===== config.mk =====
export PLATFORM = sky130hd
export DESIGN_NAME = demux3_4b
export DESIGN_NICKNAME = d
export VERILOG_FILES = /design/src/rtl/demux3_4b_pkg.sv /design/src/rtl/demux_slot_4b.sv /design/src/rtl/demux3_4b.sv
export SDC_FILE = /design/constraint.sdc
export NUM_CORES = 1
export LEC_CHECK = 0
export ABC_AREA = 1
export ABC_CLOCK_PERIOD_IN_PS = 2100
export CORE_AREA = 2 2 48 50
export CTS_BUF_LIST = sky130_fd_sc_hd__clkbuf_4 sky130_fd_sc_hd__clkbuf_8 sky130_fd_sc_hd__clkbuf_16
export DETAILED_ROUTE_END_ITERATION = 8
export DIE_AREA = 0 0 50 52
export GPL_ROUTABILITY_DRIVEN = 0
export GPL_TIMING_DRIVEN = 0
export PLACE_DENSITY = 0.87
export SYNTH_ARGS = -nofsm -noshare
export SYNTH_HDL_FRONTEND = slang
export SYNTH_SLANG_ARGS = --single-unit
export TNS_END_PERCENT = 20

===== constraint.sdc =====
create_clock -name clock -period 2.1 [get_ports clock]
set_clock_uncertainty 0.05 [all_clocks]
set_input_delay 0.42 -clock clock [delete_from_list [all_inputs] [get_ports clock]]
set_output_delay 0.42 -clock clock [all_outputs]
set_load 0.02 [all_outputs]

===== src/rtl/demux3_4b_pkg.sv =====
// Shared widths and control encodings for the 3-channel, 4-bit demultiplexer.
package demux3_4b_pkg;

  localparam int DATA_W = 4;
  localparam int NUM_CH = 3;

  localparam logic [1:0] CH0 = 2'b00;
  localparam logic [1:0] CH1 = 2'b01;
  localparam logic [1:0] CH2 = 2'b10;
  localparam logic [1:0] RR  = 2'b11;

  typedef logic [DATA_W-1:0] data_t;

endpackage


===== src/rtl/demux_slot_4b.sv =====
// One output channel: a data register plus a valid flag.
// The register can be drained and reloaded in the same cycle.
module demux_slot_4b
  import demux3_4b_pkg::*;
(
  input  logic  clk_i,
  input  logic  rst_i,
  input  logic  load_i,
  input  data_t data_i,
  input  logic  ready_i,
  output data_t data_o,
  output logic  valid_o
);

  data_t data_q, data_d;
  logic  valid_q, valid_d;

  // A load wins over a drain, so a simultaneous drain and load keeps valid high.
  always_comb begin
    data_d  = load_i ? data_i : data_q;
    valid_d = load_i | (valid_q & ~ready_i);
  end

  always_ff @(posedge clk_i) begin
    if (rst_i) begin
      data_q  <= '0;
      valid_q <= 1'b0;
    end else begin
      data_q  <= data_d;
      valid_q <= valid_d;
    end
  end

  assign data_o  = data_q;
  assign valid_o = valid_q;

endmodule


===== src/rtl/demux3_4b.sv =====
// Routes 4-bit words to one of three channels, chosen directly or round-robin.
// Handshake: a word moves when valid & ready are both high at a rising edge; valid never waits on ready.
module demux3_4b
  import demux3_4b_pkg::*;
(
  input  logic       clock,
  input  logic       reset,
  input  logic [3:0] in_data,
  input  logic       in_valid,
  output logic       in_ready,
  input  logic [1:0] control,
  output logic [3:0] output0,
  output logic [3:0] output1,
  output logic [3:0] output2,
  output logic       valid0,
  output logic       valid1,
  output logic       valid2,
  input  logic       ready0,
  input  logic       ready1,
  input  logic       ready2,
  output logic [1:0] rr_ptr
);

  logic [1:0]        dest;
  logic              accept;
  logic [1:0]        rr_ptr_q, rr_ptr_d;
  logic [NUM_CH-1:0] slot_valid, slot_ready, slot_load;
  data_t             slot_data [NUM_CH];

  assign slot_ready = {ready2, ready1, ready0};

  always_comb begin
    dest = (control == RR) ? rr_ptr_q : control;
  end

  always_comb begin
    in_ready = 1'b0;
    case (dest)
      CH0:     in_ready = ~slot_valid[0] | slot_ready[0];
      CH1:     in_ready = ~slot_valid[1] | slot_ready[1];
      CH2:     in_ready = ~slot_valid[2] | slot_ready[2];
      default: in_ready = 1'b0;
    endcase
  end

  assign accept = in_valid & in_ready;

  // The pointer only moves when a round-robin word is actually taken.
  always_comb begin
    rr_ptr_d = rr_ptr_q;
    if (accept && control == RR) begin
      rr_ptr_d = (rr_ptr_q == 2'd2) ? 2'd0 : rr_ptr_q + 2'd1;
    end
  end

  always_ff @(posedge clock) begin
    if (reset) rr_ptr_q <= 2'd0;
    else       rr_ptr_q <= rr_ptr_d;
  end

  for (genvar g = 0; g < NUM_CH; g++) begin : g_slot
    assign slot_load[g] = accept && (dest == 2'(g));

    demux_slot_4b u_slot (
      .clk_i   (clock),
      .rst_i   (reset),
      .load_i  (slot_load[g]),
      .data_i  (in_data),
      .ready_i (slot_ready[g]),
      .data_o  (slot_data[g]),
      .valid_o (slot_valid[g])
    );
  end

  assign output0 = slot_data[0];
  assign output1 = slot_data[1];
  assign output2 = slot_data[2];
  assign valid0  = slot_valid[0];
  assign valid1  = slot_valid[1];
  assign valid2  = slot_valid[2];
  assign rr_ptr  = rr_ptr_q;

endmodule


* After elaboration in Yosys (flattened, before gate mapping)
Cells that the tools add are included.
Storage, ports and cells: bits in registers 17, bits of input ports 12, output and inout bits 18, logic and storage cells 36
Operators by class: $add $sub $neg 1, equality and inequality tests 4, muxes and demuxes 3, bitwise logic cells 16, reduce and logical (&&, ||, !) cells 5
Operators by type and width (count):
- 2-bit == test (second input constant) | 3
- 1-bit inverter | 6
- 1-bit OR | 6
- 1-bit bitwise AND | 4
- 1-bit logical AND | 4
- 2-bit two-way mux | 2
- 1-bit case mux with 3 select lines | 1
- 2-bit by 1-bit adder with 2-bit output (second input constant) | 1
- 2-bit by 1-bit == test with 1-bit output (second input constant) | 1
- 2-bit zero test | 1

* Depth between registers and ports, before layout
depth in word-level cells 7, depth in mapped cells 9, gate-level depth less buffers 9

* Hierarchy
A second synthesis with hierarchy kept.
Second synthesis, totals: cells, all modules 109, area, all modules 754.5 um2
By module, submodules not included:
- demux_slot_4b | instances 3, cells an instance 22, area each 173.9 um2
- demux3_4b | instances 1, cells an instance 43, area each 232.7 um2

* Least setup slack after synthesis
No wires, ideal clock.
path type reg-to-output, start reg rr_ptr_q[1], in the netlist rr_ptr[1], end out in_ready, data arrival time 1132 ps, required time 1630 ps, setup slack 498 ps, stages on the path, launching flop included 7, path buffers 1, path through dfxtp_1 inv_1 nand2_1 nand2_1 nand3_1 nand3_4 buf_6
Between the ends: word-level cells in the longest chain between the ends 3, elaborated cells on any way between the ends 5
RTL lines:
- from (decl) | RTL line demux3_4b.sv:26 | logic [1:0] rr_ptr_q, rr_ptr_d;
- from (signal assigned) | RTL line demux3_4b.sv:58 | else rr_ptr_q <= rr_ptr_d;
- 2-bit two-way mux (*) | RTL line demux3_4b.sv:33 | dest = (control == RR) ? rr_ptr_q : control;
- 2-bit == test, or another cell as far along | RTL line demux3_4b.sv:38 | case (dest)
- 1-bit case mux with 3 select lines (*) | RTL line demux3_4b.sv:38
- to (decl) | RTL line demux3_4b.sv:10 | output logic in_ready,
Every way passes the cells marked *; elsewhere a longest branch is shown, timed or not.

* Final worst setup path
start in ready2, end out in_ready
Between the ends: word-level cells in the longest chain between the ends 2
RTL lines:
- from (decl) | RTL line demux3_4b.sv:20 | input logic ready2,
- 1-bit OR | RTL line demux3_4b.sv:41 | CH2: in_ready = ~slot_valid[2] | slot_ready[2];
- 1-bit case mux with 3 select lines | RTL line demux3_4b.sv:38
Every way passes these cells.

==> summary.txt <==
Worst setup path
  • Crit path buf inv count: 4
  • Reg2Reg Depth: 10
  • Worst r2r src: rr_ptr[1]
  • Arrival time at the worst endpoint: 1530 ps
  • CP max-delay cell: clkdlybuf4s50_1
  • R2r endpoint: g_slot[1].u_slot.data_o[2]
  • Crit-path leading delay family: buffers and inverters
  • Max FO, Critical Path: 10
  • CP cell instances: clkdlybuf4s50_1, inv_1, nand2_1, nand3_1, nand3_4, buf_6, buf_2
  • Crit path kind: input port to output port
  • CP Launch Type: input port
  • Critical path endpoint category: output port
  • Critical Path RT: 1630 ps
  • Reg-to-reg slack, setup: 550 ps
  • Largest stage delay on the critical path: 450 ps

Route
  • Final ANT Viol Nets: 0
  • Drt first pass iters: 5
  • Total Routed Length: 1990 um
  • Routed len/inst: 9.52 um
  • DRC: 0
  • Vias: 980
  • Vias/cell: 4.69
  • Initial drt markers: 18

Min path
  • Hold Path Depth: 4
  • Min-delay src: in_valid
  • Worst Hold End: g_slot[0].u_slot.data_o[3]
  • Hold Path Class: input port to register

Yosys
  • Synth warn: 0
  • Post-synthesis sequential area ratio: 0.361
  • Syn Area/Cell: 6.37 um^2
  • Syn Inst Count: between 100 and 150
  • FF+latch count, synth: 17
  • Syn_nets: 160
  • Mapped Area: 943 um^2
  • Synth cell types: 15

Clocking
  • Reg clk slew, reported paths: 100 ps
  • Clk Latency, worst-skew pair: 310 ps
  • Maximum buffer depth of the clock tree: 2
  • CTS Root Cell: clkbuf_4
  • Sink Count: 17
  • Htree depth: 1
  • CTS tree: built
  • Inserted Clock Buffers: 3
  • Number of hold buffers added after CTS: 0

Power and ir drop
  • Leak: about 0.66 nW
  • Power Dens Cells: 586 nW/um^2
  • Peak VDD IR: roughly 0.43 mV

Placement
  • DP Cell Count: 204
  • Post-DP HPWL: roughly 1500 um
  • Setup slack after placement: -663 ps
  • I/O Buffers: 28

STA
  • Final Hold Viols: 0
  • FMAX: 499 MHz
  • Final worst setup slack: approximately 95 ps
  • WHS: 424 ps
  • RSZ-0062 raised after global routing: false
  • Final cycle utilization of the critical path: 0.955
  • Slew margin rel.: 0.764
  • Final setup vio count: 0
  • Max-slew violations: 0
  • Slew @ Worst Pin: 352 ps
  • Final min period: 2000 ps

Global route
  • GR Overflow Total: 0
  • Total GRT Usage: 0.169
  • Largest net degree at the start of global routing: 11
  • Initial antenna violation count: 0
  • Vias in the first global route: 825
  • First-pass GRT wire length: between 3000 and 4000 um

Finish
  • Area Overhead vs Synth: 36.3%
  • FILL cells: 186
  • Finished Layout Cells: 209
  • Nets: 194
  • Layout cell share with drive strength beyond 1: 0.0939
  • Number of diodes: 0

Die
  • Die ar.: 2600 um^2
  • Die Y: approximately 52 um
  • Width of the die: ~50 um
  • Row count: 17
  • Core area: 2110 um^2
  • Starting Density: 0.448
  • Num ports: 30

Run status
  • Run status: complete, no violations

Job
  • Max cap viols: 0
metrics by stage:
| stage | cell area, um^2 | util | total power, mW | TNS, ps |
|---|---|---|---|---|
| global placement | 1260 | 0.598 | 0.571 | -603 |
| finish | 1290 | 0.611 | 0.754 | 0 |
| CTS | 1290 | 0.611 | 0.757 | 0 |
| global route | 1290 | 0.611 | 0.797 | 0 |
| floorplan | 943 | - | 0.495 | 0 |
| detailed placement | 1260 | 0.598 | 0.578 | -663 |
tightest hold or removal path: stages:
cell and delay [ps]:
clkbuf_8 140, nand4_1 90, nand2_1 60, nor2_1 30
cells by family after synthesis:
family	after synthesis	share of synthesized area
buf+inv	45	0.203
flops	17	0.361
compound gates	2	0.0106
simple gates	84	0.426
per-layer routing:
layer  wire length (um)  global-route usage  vias to the layer above
li1                   -                   -                      508
met1                871               0.210                      431
met2                956               0.252                       34
met3                110              0.0431                        7
met4                 53               0.120                        0
met5                  0                   0                        -
cell usage after synthesis:
library cell / count / area, um^2
buf_2: 1 / 5.00
inv_2: 1 / 3.75
buf_4: 1 / 7.51
a21oi_1: 2 / 10.0
buf_6: 1 / 11.3
nor2_1: 14 / 52.6
nand3_4: 2 / 35.0
dfxtp_1: 17 / 340
nand4_1: 14 / 87.6
nand3_2: 2 / 20.0
clkbuf_8: 1 / 13.8
nand2_1: 45 / 169
nor2_2: 2 / 12.5
nand3_1: 5 / 25.0
inv_1: 40 / 150
worst max path at each step:
stage                     slack, ps        from        to  cells after the start
after floorplan                 500   rr_ptr[1]  in_ready                      6
after global placement         -600  control[1]  in_ready                      7
after detailed placement       -660  control[1]  in_ready                      7
after CTS                        90      ready2  in_ready                      7
after global routing             10      ready0  in_ready                      7
final                           100      ready2  in_ready                      7
final cells by class:
type / count / area, um^2 / share of cell area
Tap cell: 28 / 35.0 / 0.0272
Clock buffer: 3 / 22.5 / 0.0175
Clock inverter: 1 / 5.00 / 0.00389
Timing Repair Buffer: 29 / 280 / 0.218
Inverter: 41 / 154 / 0.120
Sequential cell: 17 / 340 / 0.265
Multi-Input combinational cell: 86 / 412 / 0.320
Buffer: 4 / 37.5 / 0.0292
state kept, by name (all words and copies together), names as in the netlist:
register and cells:
rr_ptr 2, g_slot.u_slot.data_o 12, g_slot.u_slot.valid_o 3
power by group:
part	internal, mW	switching (mW)	leakage, nW	total (mW)
Combinational	0.0953	0.125	0.506	0.220
Clock	0.0713	0.111	0.0177	0.183
Sequential	0.342	0.00905	0.139	0.351
Total	0.508	0.246	0.662	0.754
cell usage in the layout, fill, tap and decap left out:
cell / netlist / final
nand4_1: 14 / 14
nand3_1: 5 / 5
clkdlybuf4s50_1: 0 / 25
nand3_4: 2 / 2
clkinv_2: 0 / 1
clkbuf_4: 0 / 3
nand3_2: 2 / 2
inv_1: 40 / 40
dlygate4sd2_1: 0 / 2
nor2_1: 14 / 14
buf_4: 1 / 2
buf_6: 1 / 1
a21oi_1: 2 / 2
inv_2: 1 / 1
nor2_2: 2 / 2
nand2_1: 45 / 45
buf_2: 1 / 2
clkbuf_8: 1 / 1
dfxtp_1: 17 / 17
timing repair:
| item | in CTS | in global routing |
|---|---|---|
| resized for setup | 6 | 0 |
| buffers inserted | 1 | 0 |
| endpoints found under the setup margin | 1 | 0 |
Note: power is estimated with default switching activity, not from simulation.
